File: config.mk
export PLATFORM = sky130hd
export DESIGN_NAME = axi_frame_writer
export DESIGN_NICKNAME = d
export VERILOG_FILES = /design/src/rtl/axi_frame_writer.sv
export SDC_FILE = /design/constraint.sdc
export NUM_CORES = 2
export LEC_CHECK = 0
export ABC_CLOCK_PERIOD_IN_PS = 5100
export BUFFER_PORTS_ARGS = -buffer_cell sky130_fd_sc_hd__clkbuf_2
export CAP_MARGIN = 20
export CELL_PAD_IN_SITES_DETAIL_PLACEMENT = 1
export CELL_PAD_IN_SITES_GLOBAL_PLACEMENT = 1
export CORE_ASPECT_RATIO = 0.8
export CORE_UTILIZATION = 50
export DETAILED_ROUTE_END_ITERATION = 6
export HOLD_SLACK_MARGIN = 0.12
export PLACE_DENSITY = 0.71
export SKIP_CTS_REPAIR_TIMING = 1
export SLEW_MARGIN = 20
export SYNTH_ARGS = -nofsm -noshare
export SYNTH_HDL_FRONTEND = slang
export SYNTH_SLANG_ARGS = --single-unit
File: constraint.sdc
create_clock -name clk_i -period 5.1 [get_ports clk_i]
set_input_delay 1.02 -clock clk_i [delete_from_list [all_inputs] [get_ports clk_i]]
set_output_delay 1.02 -clock clk_i [all_outputs]
set_load 0.05 [all_outputs]
File: src/rtl/axi_frame_writer.sv
// Streams a fixed-length frame of 64-bit beats into memory as a sequence of AXI3 INCR bursts.
// An internal first-word-fall-through FIFO decouples the input stream from the write channel.
`timescale 1ns/1ps
module axi_frame_writer #(
  parameter int BURST_LEN  = 16,
  parameter int NBEATS     = 1000,
  parameter int FIFO_DEPTH = 64,
  parameter int MAX_OUTST  = 4
) (
  input  logic        clk_i,
  input  logic        rst_ni,
  input  logic        start_i,
  input  logic [31:0] addr_i,
  input  logic        in_val_i,
  input  logic [63:0] in_data_i,
  output logic        in_rdy_o,
  output logic        busy_o,
  output logic        done_o,
  output logic        err_o,
  output logic        m_axi_awvalid,
  input  logic        m_axi_awready,
  output logic [31:0] m_axi_awaddr,
  output logic [3:0]  m_axi_awlen,
  output logic [2:0]  m_axi_awsize,
  output logic [1:0]  m_axi_awburst,
  output logic [1:0]  m_axi_awlock,
  output logic [3:0]  m_axi_awcache,
  output logic [2:0]  m_axi_awprot,
  output logic [3:0]  m_axi_awqos,
  output logic [5:0]  m_axi_awid,
  output logic        m_axi_wvalid,
  input  logic        m_axi_wready,
  output logic [63:0] m_axi_wdata,
  output logic [7:0]  m_axi_wstrb,
  output logic        m_axi_wlast,
  output logic [5:0]  m_axi_wid,
  input  logic        m_axi_bvalid,
  output logic        m_axi_bready,
  input  logic [1:0]  m_axi_bresp,
  input  logic [5:0]  m_axi_bid
);
  typedef enum logic [1:0] {IDLE = 2'd0, ADDR = 2'd1, DATA = 2'd2, DRAIN = 2'd3} state_t;

  localparam int NW = $clog2(NBEATS) + 1;
  localparam int BW = $clog2(BURST_LEN) + 1;
  localparam int OW = $clog2(MAX_OUTST) + 1;
  localparam int FW = $clog2(FIFO_DEPTH) + 1;
  localparam int PW = (FIFO_DEPTH > 1) ? $clog2(FIFO_DEPTH) : 1;

  state_t          state_r, state_s;
  logic [31:0]     addr_r, paddr_r;
  logic [NW-1:0]   left_r, in_cnt_r;
  logic [BW-1:0]   blen_r, bcnt_r, burst_l_s;
  logic [OW-1:0]   outst_r;
  logic [FW-1:0]   fcnt_r;
  logic [PW-1:0]   wptr_r, rptr_r;
  logic [63:0]     mem_r [FIFO_DEPTH];
  logic            err_r, done_r, pend_r, done_set_s;
  logic            fifo_full_s, fifo_empty_s, push_s, pop_s;
  logic            aw_valid_s, aw_hs_s, w_valid_s, w_hs_s, wlast_s, b_hs_s;
  logic            hold_s, restart_s;
  logic            unused_s;

  // Length of the next burst: a full burst, or whatever remains of the frame.
  always_comb begin
    if (32'(left_r) > 32'(BURST_LEN)) begin
      burst_l_s = BW'(BURST_LEN);
    end else begin
      burst_l_s = BW'(left_r);
    end
  end

  assign fifo_full_s  = (fcnt_r == FW'(FIFO_DEPTH));
  assign fifo_empty_s = (fcnt_r == {FW{1'b0}});
  assign busy_o       = (state_r != IDLE);
  assign in_rdy_o     = busy_o & ~fifo_full_s & (in_cnt_r != NW'(NBEATS));
  assign push_s       = in_val_i & in_rdy_o;
  assign aw_valid_s   = (state_r == ADDR) & (32'(fcnt_r) >= 32'(burst_l_s))
                        & (outst_r != OW'(MAX_OUTST));
  assign aw_hs_s      = aw_valid_s & m_axi_awready;
  assign w_valid_s    = (state_r == DATA) & ~fifo_empty_s;
  assign w_hs_s       = w_valid_s & m_axi_wready;
  assign wlast_s      = w_valid_s & (bcnt_r == (blen_r - BW'(1)));
  assign pop_s        = w_hs_s;
  assign b_hs_s       = m_axi_bvalid;
  // A start that arrives while a valid is waiting for ready is deferred until that handshake ends.
  assign hold_s       = (aw_valid_s & ~m_axi_awready) | (w_valid_s & ~m_axi_wready);
  assign restart_s    = (start_i | pend_r) & ~hold_s;

  // State register.
  always_ff @(posedge clk_i or negedge rst_ni) begin
    if (!rst_ni) begin
      state_r <= IDLE;
    end else begin
      state_r <= state_s;
    end
  end

  // Next-state logic and frame-complete detection.
  always_comb begin
    state_s    = state_r;
    done_set_s = 1'b0;
    if (restart_s) begin
      state_s = ADDR;
    end else begin
      case (state_r)
        IDLE: state_s = IDLE;
        ADDR: begin
          if (aw_hs_s) state_s = DATA;
          else         state_s = ADDR;
        end
        DATA: begin
          if (w_hs_s && wlast_s) begin
            if (left_r != {NW{1'b0}}) state_s = ADDR;
            else                      state_s = DRAIN;
          end else begin
            state_s = DATA;
          end
        end
        DRAIN: begin
          if (outst_r == {OW{1'b0}}) begin
            state_s    = IDLE;
            done_set_s = 1'b1;
          end else begin
            state_s = DRAIN;
          end
        end
        default: state_s = IDLE;
      endcase
    end
  end

  // Frame counters, address, FIFO pointers and status flags.
  always_ff @(posedge clk_i or negedge rst_ni) begin
    if (!rst_ni) begin
      addr_r <= 32'h0;   paddr_r <= 32'h0;
      left_r <= {NW{1'b0}}; in_cnt_r <= {NW{1'b0}};
      blen_r <= {BW{1'b0}}; bcnt_r <= {BW{1'b0}};
      outst_r <= {OW{1'b0}}; fcnt_r <= {FW{1'b0}};
      wptr_r <= {PW{1'b0}}; rptr_r <= {PW{1'b0}};
      err_r <= 1'b0; done_r <= 1'b0; pend_r <= 1'b0;
    end else begin
      done_r <= done_set_s;
      // Outstanding bursts reflect the bus, so they survive a restart and drain normally.
      case ({aw_hs_s, b_hs_s})
        2'b10:   outst_r <= outst_r + OW'(1);
        2'b01:   outst_r <= (outst_r != {OW{1'b0}}) ? outst_r - OW'(1) : outst_r;
        default: outst_r <= outst_r;
      endcase
      if (restart_s) begin
        addr_r   <= start_i ? addr_i : paddr_r;
        left_r   <= NW'(NBEATS);
        in_cnt_r <= {NW{1'b0}};
        blen_r   <= {BW{1'b0}};
        bcnt_r   <= {BW{1'b0}};
        fcnt_r   <= {FW{1'b0}};
        wptr_r   <= {PW{1'b0}};
        rptr_r   <= {PW{1'b0}};
        err_r    <= 1'b0;
        pend_r   <= 1'b0;
      end else begin
        if (start_i) begin
          pend_r  <= 1'b1;
          paddr_r <= addr_i;
        end else begin
          pend_r  <= pend_r;
        end
        if (push_s) begin
          wptr_r   <= wptr_r + PW'(1);
          in_cnt_r <= in_cnt_r + NW'(1);
        end else begin
          wptr_r   <= wptr_r;
        end
        if (pop_s) rptr_r <= rptr_r + PW'(1);
        else       rptr_r <= rptr_r;
        case ({push_s, pop_s})
          2'b10:   fcnt_r <= fcnt_r + FW'(1);
          2'b01:   fcnt_r <= fcnt_r - FW'(1);
          default: fcnt_r <= fcnt_r;
        endcase
        if (aw_hs_s) begin
          addr_r <= addr_r + (32'(burst_l_s) << 3);
          left_r <= left_r - NW'(burst_l_s);
          blen_r <= burst_l_s;
          bcnt_r <= {BW{1'b0}};
        end else if (w_hs_s) begin
          bcnt_r <= bcnt_r + BW'(1);
        end else begin
          bcnt_r <= bcnt_r;
        end
        if (b_hs_s && (m_axi_bresp != 2'b00)) err_r <= 1'b1;
        else                                  err_r <= err_r;
      end
    end
  end

  // FIFO storage; contents need no reset because the count gates every read.
  always_ff @(posedge clk_i) begin
    if (push_s) begin
      mem_r[wptr_r] <= in_data_i;
    end
  end

  assign done_o        = done_r;
  assign err_o         = err_r;
  assign m_axi_awvalid = aw_valid_s;
  assign m_axi_awaddr  = addr_r;
  assign m_axi_awlen   = 4'(burst_l_s - BW'(1));
  assign m_axi_awsize  = 3'b011;
  assign m_axi_awburst = 2'b01;
  assign m_axi_awlock  = 2'b00;
  assign m_axi_awcache = 4'b0000;
  assign m_axi_awprot  = 3'b000;
  assign m_axi_awqos   = 4'b0000;
  assign m_axi_awid    = 6'd0;
  assign m_axi_wvalid  = w_valid_s;
  assign m_axi_wdata   = mem_r[rptr_r];
  assign m_axi_wstrb   = 8'hFF;
  assign m_axi_wlast   = wlast_s;
  assign m_axi_wid     = 6'd0;
  assign m_axi_bready  = 1'b1;
  assign unused_s      = ^m_axi_bid;
endmodule

# == Word level (Yosys, flattened, before mapping) ==
# Memories as Yosys holds them, arrays and structs flattened.
# Index checks and enable logic that the tools add are counted.
# classes
bitwise,19
add_sub_neg,12
muxes,36
magnitude_cmp,2
eq_ne,12
reduce_logical,18
# op_table
operator,n
32-bit two-way mux,3
11-bit two-way mux,4
32-bit by 8-bit adder with 32-bit output,1
5-bit two-way mux,6
6-bit two-way mux,4
2-bit nonzero test,8
7-bit case mux with 2 select lines,1
6-bit by 1-bit adder with 6-bit output (second input constant),2
1-bit AND,12
11-bit by 1-bit adder with 11-bit output (second input constant),1
11-bit by 5-bit > comparator with 1-bit output (second input constant),1
11-bit by 10-bit inequality test with 1-bit output (second input constant),1
11-bit nonzero test,1
11-bit by 5-bit subtractor with 11-bit output,1
2-bit two-way mux,5
1-bit two-way mux,9
3-bit nonzero test,3
2-bit == test (second input constant),4
2-bit case mux with 4 select lines,1
7-bit by 1-bit adder with 7-bit output (second input constant),1
7-bit == test (second input constant),1
7-bit by 5-bit greater-or-equal comparator with 1-bit output,1
7-bit logical NOT,1
7-bit two-way mux,1
18 further kinds,26
# word_totals
memories,1
regBits,123
mem_bits_rw,4096
word_cells,114
out_inout_bits,146
# mem_list
memory,words,word_bits,rd,rd_ports_with_merged_regs,write_ports,line,rtl
mem_r,64,64,1,0,1,57,logic [63:0] mem_r [FIFO_DEPTH];

# == Depth between registers and ports, before layout ==
# logic_depth
ltp_word,10
mapped_depth,16
depth_no_buf,16

# == Least setup slack after synthesis ==
# No wires, ideal clock.
# synth_timing
path_type,reg-to-reg
start,register state_r[1]
end,memory mem_r[58][0] (enable)
t_required_ns,4.613
path_stages_with_launch,7
t_arrival_ns,4.456
period_less_slack_ns,4.942
setup_slack_ns,0.158
setup_time_ns,0.487
cell_sequence,dfrtp_1 > or2_2 > o41a_1 > nand2_1 > inv_1 > nand3_1 > nor2_1
# synth_between
elab_chain_cells,6
# synth_lines
item,line,rtl
start: declaration,50,"state_t state_r, state_s;"
start signal: assignment,95,state_r <= state_s;
2-bit nonzero test,75,assign busy_o = (state_r != IDLE);
named net busy_o,17,"output logic busy_o,"
1-bit AND (2 in a row),76,assign in_rdy_o = busy_o & ~fifo_full_s & (in_cnt_r != NW'(NBEATS));
named net in_rdy_o,16,"output logic in_rdy_o,"
1-bit AND,77,assign push_s = in_val_i & in_rdy_o;
1-bit two-way mux,199,if (push_s) begin
1-bit two-way mux (implied by the code),200,mem_r[wptr_r] <= in_data_i;
end: declaration,57,
# The timed path passes the listed nets, and every way through them passes these cells.

# == Worst setup path in the final report ==
# layout_timing
start,register rptr_r[0]
end,output m_axi_wdata[10]
# layout_between
elab_chain_cells,1
# layout_lines
item,line,rtl
start: declaration,56,"logic [PW-1:0] wptr_r, rptr_r;"
start signal: assignment,140,wptr_r <= {PW{1'b0}}; rptr_r <= {PW{1'b0}};
start signal: assignment,158,rptr_r <= {PW{1'b0}};
start signal: assignment,174,if (pop_s) rptr_r <= rptr_r + PW'(1);
memory read 64 x 64 bit,--,
end: declaration,33,"output logic [63:0] m_axi_wdata,"
# Every way passes these cells.

==> impl_metrics.ini <==
[sta]
worst_slack_ns = -0.0740
period_needed_ns = 5.17
slew_headroom = 0.234
hold_viol = 0
setup_viol = 4
rsz0062_at_grt = true
finalCritPeriodShare = 1.01
tightest_slew_ns = 1.15
fmax_mhz = 193
skew_ns = 0.0841
slew_violations = 0

[cts]
htree_levels = 5
cts_inserted_buffers = 398
path_clk_slew_ns = 0.06
cts_root_buf = clkbuf_16
cts_tree = yes
cts_sinks = 4219
insertion_delay_ns = 0.99
cts_buffer_depth = 4

[yosys]
synth_area_mm2 = 0.162
ys.warnings.count = 0
yosys.cell_types.count = 79
avgSynthCellArea_um2 = 21.5
async_flop_share = 0.0292
synth_edf_count = 4096
ys_ff_latch = 4219
syn_inst = 7544
synth.yosys.seq_area_share = 0.778
ys.flop_type = edfxtp_1

[worst_setup_path]
endpoint_kind = output pin
crit_family = buffers and inverters
slowest_stage = dfrtp_4
critPathLaunchType = flip-flop
critPathRequiredTime_ns = 4.08
path_buf_inv = 4
cp_cell_sequence = buf_12, nor2b_4, buf_12, a22oi_1, a31oi_1, o21ai_0, buf_4, a21oi_1, nor2_1, clkbuf_2
arrival_ns = 4.15
crit_cells = 10
slowest_delay_ns = 0.58
cpMostUsedCell = buf_12
r2r_cells = 11
worstSetupPathType = flip-flop to output pin
path_max_fanout = 57

[finish]
fillCellCount = 27100
nets = 8230
layout_common_cells = edfxtp_1 (4,096), mux4_2 (896), clkbuf_16 (421)
layout-drive-gt1-share = 0.259
final_common_cell = edfxtp_1
syn2layout_area_growth_pct = 14.1

[run_status]
status = finished, violations left
violations = setup timing

[die]
initial_core_util = 0.504
fp.dieH_um = 511
ios = 257
die_x_um = 639
die_area_mm2 = 0.326
rows = 186
core_mm2 = 0.322

[grt]
gr-total-overflow = 0
grtUsageTotal = 0.270
grtUsageMet2 = 0.419
grtUsageMet3 = 0.0439
grt_first_pass_wirelength_um = 630000
antenna_found_initial = 21
busiest_layer = met2
grt.met1_usage = 0.405
grt_max_degree = 95
grt_pass1_vias = 85100

[detailed_routing]
ant_nets = 0
routed_wl_um = 453000
routedWlPerCell_um = 35.5
route.vias.total = 83200
drc = 0
vias_per_cell = 6.53
firstDrtPassIters = 6
drt-initial-drc-count = 11400

[pwr]
pwr-share-comb = 0.024
p_seq_frac = 0.552
p_sw_frac = 0.208
power.density_mw_per_mm2 = 376
total_power_mw = 69.4
irDropWorstVdd_mv = 0.343
p_switching_mw = 14.5
internal-power_mw = 55.0
p_leak_nw = 56.7
clockPowerShare = 0.423

[placement]
pre_cts_ws_ns = 0.362
routabilityCongestion = 0.786
port-buffer-count = 211
place_hpwl_um = 247000

[job]
max_cap_viol_count = 0

[min_path]
min_path_type = input pin to async pin
synthesized netlist by cell type (81+ instances only):
cell type	n	area share
edfxtp_1	4096	0.76
mux4_2	896	0.12
mux2i_1	355	0.022
a22oi_1	332	0.015
clkbuf_1	244	0.0057
nand2_1	212	0.0049
a21oi_1	181	0.0056
nor2_1	164	0.0038
buf_2	145	0.0045
dfrtp_1	123	0.019
a221oi_1	82	0.0044
o21ai_0	81	0.0025
path summary, 6_finish.rpt:
| check | slack [ns] | end | startpoint |
|---|---|---|---|
| max | -0.07 | m_axi_wdata[10] | rptr_r[0] |
| min | 0.13 | err_o | rst_ni |
| max reg2reg | 0.99 | fcnt_r[6] | fcnt_r[0] |
| max in group asynchronous | 3.83 | m_axi_awaddr[0] | rst_ni |
| min in group clk_i | 0.33 | paddr_r[24] | addr_i[24] |
| min reg2reg | 0.49 | m_axi_awaddr[2] | m_axi_awaddr[2] |
worst reg2reg max path, stage by stage, from the launching register on:
cell and delay (ns):
dfrtp_1 0.48, or4_4 0.58, o41a_1 0.38, and3_1 0.44, nor3_2 0.56, ha_1 0.40
a21o_1 0.19, a21oi_1 0.21, o21bai_1 0.10, a21oi_1 0.21, mux2i_1 0.25, mux2i_1 0.22
cell type report:
cell class                      count  area [um^2]  area share
Inverter                           31          116    0.000630
Timing Repair Buffer              578         5750      0.0311
Tap cell                         4324         5410      0.0293
Multi-Input combinational cell   2865        34700       0.188
Clock buffer                      484        10400      0.0563
Sequential cell                  4219       126000       0.682
Antenna cell                        4         10.0   0.0000542
Clock inverter                    235         2330      0.0126
layer usage:
| layer | up-vias | wire, um | share of wire |
|---|---|---|---|
| met5 | - | 55 | 0.00012 |
| met4 | 8 | 11900 | 0.026 |
| li1 | 32800 | - | - |
| met2 | 4685 | 211000 | 0.47 |
| met1 | 45100 | 185000 | 0.41 |
| met3 | 657 | 45000 | 0.099 |
power groups by stage:
stage	Combinational (mW)	Sequential (mW)	Clock (mW)
after floorplan	0.653	39.2	0
after global placement	1.59	39.1	0
after detailed placement	1.68	39.1	0
after CTS	1.68	38.4	29.7
after global routing	1.80	38.3	30.7
final	1.70	38.3	29.4
flip-flops by register name (all words and copies together), names as in the netlist:
name	count
mem_r	4096
m_axi_awaddr	32
paddr_r	32
in_cnt_r	11
left_r	11
fcnt_r	7
rptr_r	6
wptr_r	6
bcnt_r	5
blen_r	5
outst_r	3
state_r	2
done_o	1
err_o	1
pend_r	1
per-stage QoR:
step	util	cells	hold slack [ns]	cell area [um^2]	TNS [ns]
2_1_floorplan	-	7582	0.464	162000	0
3_3_place_gp	0.531	12000	0.462	171000	0
3_5_place_dp	0.531	12000	0.483	171000	0
4_1_cts	0.571	12700	0.116	184000	-25.39
5_1_grt	0.575	12700	0.175	185000	-0.646
6_report	0.575	12700	0.126	185000	-0.141
cell families after synthesis:
group	count (synthesis)	share of synthesized area
flops	4219	0.778
compound gates	898	0.0390
buf+inv	498	0.0137
fa+ha+maj	26	0.00215
mux	1277	0.148
other cells	2	0.0000463
simple gates	569	0.0159
xor+xnor	55	0.00309
Power figures use the tool's default switching activity.
